==> src/rtl/button_responder.sv <==
// Push-button responder: synchronises and debounces the pad, tracks press/release with an FSM,
// and latches one press event until the core reads the button window.
module button_responder #(
  parameter int unsigned DEBOUNCE_CYCLES = 50000,
  parameter bit          PAD_ACTIVE_LOW  = 1'b1,
  parameter bit          LATCH_MODE      = 1'b1
) (
  input  logic clk,
  input  logic rst,
  input  logic btn_pad,
  input  logic btn_ren,
  output logic btn_out,
  output logic pressed
);

  localparam int unsigned CntW = $clog2(DEBOUNCE_CYCLES) + 1;
  // The IDLE/HELD cycle that first sees the new level counts as the first stable sample,
  // so the wait state covers the remaining DEBOUNCE_CYCLES-1 samples.
  localparam logic [CntW-1:0] CntLast = CntW'(DEBOUNCE_CYCLES - 2);
  localparam logic [CntW-1:0] CntMax  = '1;
  localparam logic            PadReleased = PAD_ACTIVE_LOW;

  typedef enum logic [1:0] {
    StIdle,
    StPressWait,
    StHeld,
    StReleaseWait
  } state_e;

  logic            sync_meta;
  logic            sync_q;
  logic            p;
  logic            press_evt;
  logic            pending;
  logic [CntW-1:0] cnt;
  state_e          state;

  always_ff @(posedge clk or posedge rst) begin
    if (rst) begin
      sync_meta <= PadReleased;
      sync_q    <= PadReleased;
    end else begin
      sync_meta <= btn_pad;
      sync_q    <= sync_meta;
    end
  end

  assign p         = sync_q ^ PAD_ACTIVE_LOW;
  assign press_evt = (state == StPressWait) && p && (cnt == CntLast);

  always_ff @(posedge clk or posedge rst) begin
    if (rst) begin
      state   <= StIdle;
      cnt     <= '0;
      pressed <= 1'b0;
      pending <= 1'b0;
    end else begin
      // A press in the same cycle as a read survives: set wins over clear.
      pending <= press_evt | (pending & ~btn_ren);
      unique case (state)
        StIdle: begin
          if (p) begin
            state <= StPressWait;
            cnt   <= '0;
          end
        end
        StPressWait: begin
          if (!p) begin
            state <= StIdle;
            cnt   <= '0;
          end else if (cnt == CntLast) begin
            state   <= StHeld;
            cnt     <= '0;
            pressed <= 1'b1;
          end else if (cnt != CntMax) begin
            cnt <= cnt + 1'b1;
          end
        end
        StHeld: begin
          if (!p) begin
            state <= StReleaseWait;
            cnt   <= '0;
          end
        end
        StReleaseWait: begin
          if (p) begin
            state <= StHeld;
            cnt   <= '0;
          end else if (cnt == CntLast) begin
            state   <= StIdle;
            cnt     <= '0;
            pressed <= 1'b0;
          end else if (cnt != CntMax) begin
            cnt <= cnt + 1'b1;
          end
        end
        default: begin
          state   <= StIdle;
          cnt     <= '0;
          pressed <= 1'b0;
        end
      endcase
    end
  end

  assign btn_out = LATCH_MODE ? ~pending : ~pressed;

endmodule
==> config.mk <==
export PLATFORM = sky130hd
export DESIGN_NAME = button_responder
export DESIGN_NICKNAME = d
export VERILOG_FILES = /design/src/rtl/button_responder.sv
export SDC_FILE = /design/constraint.sdc
export NUM_CORES = 1
export LEC_CHECK = 0
export CAP_MARGIN = 20
export CORE_MARGIN = 2
export CORE_UTILIZATION = 30
export CTS_BUF_LIST = sky130_fd_sc_hd__clkbuf_8
export DETAILED_ROUTE_END_ITERATION = 7
export MAX_ROUTING_LAYER = met4
export PLACE_DENSITY = 0.56
export RECOVER_POWER = 50
export SLEW_MARGIN = 10
export SYNTH_ARGS = -nofsm -noshare
export SYNTH_HDL_FRONTEND = slang
export SYNTH_SLANG_ARGS = --single-unit
==> constraint.sdc <==
create_clock -name clk -period 3.3 [get_ports clk]
set_input_delay 0.66 -clock clk [delete_from_list [all_inputs] [get_ports clk]]
set_output_delay 0.66 -clock clk [all_outputs]
set_load 0.02 [all_outputs]
# --- After elaboration in Yosys (flattened, before gate mapping) ---
# Index checks and enable logic that the tools add are counted.
op_classes:
  addsub: 1
  n_eq_ne: 13
  muxes: 19
  bitwise: 5
  n_reduce_logical: 7
ops:
  columns: ["operator", "n"]
  rows:
  - ["$mux W17", 6]
  - ["$pmux W17 S4", 1]
  - ["$add A17 B1 Y17 const B", 1]
  - ["$eq A17 B16 Y1 const B", 1]
  - ["$ne A17 B17 Y1 const B", 1]
  - ["$mux W2", 6]
  - ["$ne A2 B2 Y1 const B", 5]
  - ["$pmux W2 S4", 1]
  - ["$reduce_and A5 Y1", 1]
  - ["$eq A2 B2 Y1 const B", 2]
  - ["$mux W1", 4]
  - ["$reduce_and A4 Y1", 1]
  - ["$ne A3 B2 Y1 const B", 1]
  - ["$ne A3 B3 Y1 const B", 1]
  - ["$not A1 Y1", 3]
  - ["$eq A2 B1 Y1 const B", 1]
  - ["$logic_and A1 B1 Y1", 2]
  - ["$logic_not A2 Y1", 1]
  - ["$ne A2 B1 Y1 const B", 1]
  - ["$pmux W1 S2", 1]
  - ["$reduce_and A2 Y1", 1]
  - ["$reduce_bool A2 Y1", 1]
  - ["$and A1 B1 Y1", 1]
  - ["$or A1 B1 Y1", 1]
word_totals:
  ff_bits: 23
  input_bits: 4
  output_inout_bits: 2

# --- Longest topological paths before layout ---
depth:
  ltp_word: 5
  ltp_mapped: 8

# --- Worst setup path before layout ---
# OpenSTA, ideal clock, no wires.
synth_timing:
  path_kind: "register -> register"
  startpoint: "reg cnt[12]"
  endpoint: "reg cnt[2]"
  setup_ps: 126
  arrival_ps: 1806
  path_slack_ps: 1368
  path_stages_with_launch: 7
  path_buffers: 1
  synth_period_minus_slack_ps: 1932
  cell_sequence: "dfrtp_1 or4_4 nor4_4 or2_1 buf_6 nor3b_2 a221o_1"
synth_between:
  elab_chain_cells: 5
synth_rtl:
  columns: ["item", "line", "rtl"]
  rows:
  - ["start: declaration", "35", "logic [CntW-1:0] cnt;"]
  - ["start signal: assignment", "76", "cnt <= cnt + 1'b1;"]
  - ["start signal: assignment", "94", "cnt <= cnt + 1'b1;"]
  - ["$ne A17 B17 Y1", "75, 93", null]
  - ["$mux W17", null, null]
  - ["$mux W17 *", "89", "end else if (cnt == CntLast) begin"]
  - ["$mux W17 (on tied branches)", "86, 68", null]
  - ["$pmux W17 S4 *", "60", "unique case (state)"]
# Mark *: on every way between the ends. The rest lies on a longest branch, timed or not.
# A chain may end at the register's enable or synchronous reset.

# --- Final worst setup path ---
# Ends and elaborated chain as after synthesis.

==> metrics.md <==
| Metric | Value |
|---|---|
| Status | complete, no violations |
| Initial Util | 0.307 |
| Initial antenna violation count | 0 |
| Final Wtd Congestion | 0.815 |
| # hold bufs at CTS | 0 |
| Worst IR Drop VDD | 0.166 mV |
| Crit share post-route | 0.674 |
| Maximum clock rate | 0.449 GHz |
| Worst hold path type | reg -> reg |
| DRT antenna net count | 0 |
| Total number of H-tree levels | 1 |
| Die width | 70.1 µm |
| Post-DP HPWL | 2.02 mm |
| Setup_tns | 0 ns |
| Gr ovfl total | 0 |
| Core area | 0.00426 mm² |
| Antenna Cells | 0 |
| Sequential area share after synthesis | 0.442 |
| Number of flops mapped to enable cells by yosys | 0 |
| Cell count after synthesis | 136 |
| Die height | 70.1 µm |
| Setup Fix Bufs, Post-CTS | 0 |
| # resized after CTS | 0 |
| Num CTS Buffers | 3 |
| Worst-Margin Slew | 0.914 ns |
| CP Capture Type | register |
| Slew headroom | 0.390 |
| Fin. Hold Viols | 0 |
| Syn-to-layout area delta | 9.56% |
| Most frequent cell after synthesis | dfrtp_1 |
| I/O Pins | 6 |
| Total Power | 0.500 mW |
| # Max-Cap Violations | 0 |
| Drt pass-1 iters | 4 |
| Design Area, Final | 0.00143 mm² |
| Port Buffers | 5 |
| Yosys top cell area share | 0.402 |
| Clock latency on the worst-skew pair | 0.27 ns |
| CTS sink count | 23 |
| Routed length per instance | 15.1 µm |
| Vias in the first global route | 1,106 |
| Synthesized flop and latch total | 23 |
| CTS tree | built |
| Syn Nets | 142 |
| WHS | 0.363 ns |
| Worst-path maximum fanout | 11 |
| Worst EP arrival | 2.38 ns |
| Primary FF master, synth | dfrtp_1 |
| Nets@finish | 146 |
| DRC Markers | 0 |
| Mean Syn Cell Area | 9.62 µm² |
| Clk root buf | clkbuf_8 |
| Largest net degree at the start of global routing | 24 |
| Crit Path Category | reg -> reg |
| Pwr dens | 348 mW/mm² |
| Crit path required time | 3.45 ns |
| Leakage | 0.589 nW |
| Cell taking the most area after synthesis | dfrtp_1 |
| First-pass GRT wire length | 5.03 mm |
| Startpoint Class | register |
| Clk_skew | 0.00316 ns |
| Via count | 1,063 |
| Cell area after placement | 0.00139 mm² |
| Row count | 24 |
| Vias per cell | 5.57 |
| All-Layer GR Usage | 0.129 |
| Clk slew on worst S/H paths | 0.08 ns |
| Worst-case clock buffer depth | 2 |
| RSZ-0062 raised after global routing | false |
| Synth top cells by count | dfrtp_1, nand2_1, nand3_1 |
| Async S/R FF share, synth | 1.00 |
| Final min period | 2.22 ns |
| Endpoints failing setup | 0 |
| Final slew viol count | 0 |
| Post-Route Utilization | 0.336 |
| DRT iter0 DRCs | 54 |
| Post-synth cell types | 44 |
| Post-Syn Area | 0.00131 mm² |
| Share of cells above drive strength 1 | 0.144 |
| Routed WL | 2.89 mm |
| Die area | 0.00491 mm² |
| Synth Warn # | 0 |
| Top area cells in the synthesized netlist | dfrtp_1, nand3_1, nand2_1, dfstp_2, a31oi_1 |
-- final cells by class --
| type | instances | area [µm²] |
|---|---|---|
| fill | 451 | 2830 |
| sequential | 23 | 578 |
| timing repair buffer | 5 | 50.0 |
| tap | 52 | 65.1 |
| clock buffer | 3 | 41.3 |
| inverter | 7 | 26.3 |
| clock inverter | 1 | 3.75 |
| multi-input combinational | 100 | 669 |
-- placed cells by master, fill, tap and decap left out, types with 3 or more instances in the layout --
cell type	netlist	layout
nand3_1	13	13
or4_1	3	3
and2_1	3	3
a31oi_1	8	8
dfrtp_1	21	21
o21ai_0	3	3
clkdlybuf4s50_1	0	3
nand4_1	4	4
inv_1	7	8
clkbuf_8	0	3
nand2_1	15	15
and3_1	5	5
o211ai_1	5	5
a21oi_1	7	7
-- worst max-delay path, stage by stage (launching register included) --
cell	delay, ns
dfrtp_1	0.43
or4_4	0.56
nor4_4	0.35
or2_1	0.40
nor3b_2	0.09
a221o_1	0.28
-- per-layer routing --
layer  track usage  part of all wire  wire, µm
met5             -                 0         0
met4        0.0491             0.015        42
met3        0.0202             0.023        66
met2         0.214              0.50      1450
met1         0.158              0.46      1330
-- state kept, by name, indices dropped and copies added, names as in the netlist, named ones only --
name	count
state	1
pending	1
cnt	17
sync_meta	1
pressed	1
sync_q	1
-- path summary, 6_finish.rpt --
| kind | start | end | slack (ns) | cells after the start |
|---|---|---|---|---|
| max | cnt[12] | cnt[2] | 1.08 | 5 |
| min | sync_meta | sync_q | 0.36 | 0 |
| max reg2reg | cnt[12] | cnt[2] | 1.08 | 5 |
| min reg2reg | sync_meta | sync_q | 0.36 | 0 |
| max in group asynchronous | rst | cnt[15] | 1.72 | 2 |
| min in group asynchronous | rst | state[0] | 1.02 | 2 |
-- logic make-up (layout without fill, tap and decap cells) --
| logic type | Yosys count | after routing | synth area share |
|---|---|---|---|
| AOI/OAI and AO/OA | 32 | 32 | 0.163 |
| xor gates and xnor gates | 1 | 1 | 0.0124 |
| adders and majority gates | 2 | 2 | 0.0191 |
| buffers and inverters | 13 | 16 | 0.0488 |
| DFF | 23 | 23 | 0.442 |
| muxes | 2 | 2 | 0.0163 |
| and+or+nand+nor | 63 | 63 | 0.298 |
-- where the power goes --
part / switching, mW / leakage [nW] / internal, mW
clock: 0.0937 / 0.0269 / 0.0833
sequential: 0.00391 / 0.311 / 0.287
combinational: 0.0215 / 0.251 / 0.0105
total: 0.119 / 0.589 / 0.380
-- per-stage QoR --
step,setup slack (ns),cells
6_report,1.08,191
4_1_cts,1.03,191
2_1_floorplan,1.37,136
5_1_grt,1.03,191
3_5_place_dp,1.05,187
3_3_place_gp,1.14,187
No activity file was read; power rests on OpenSTA's default activity.
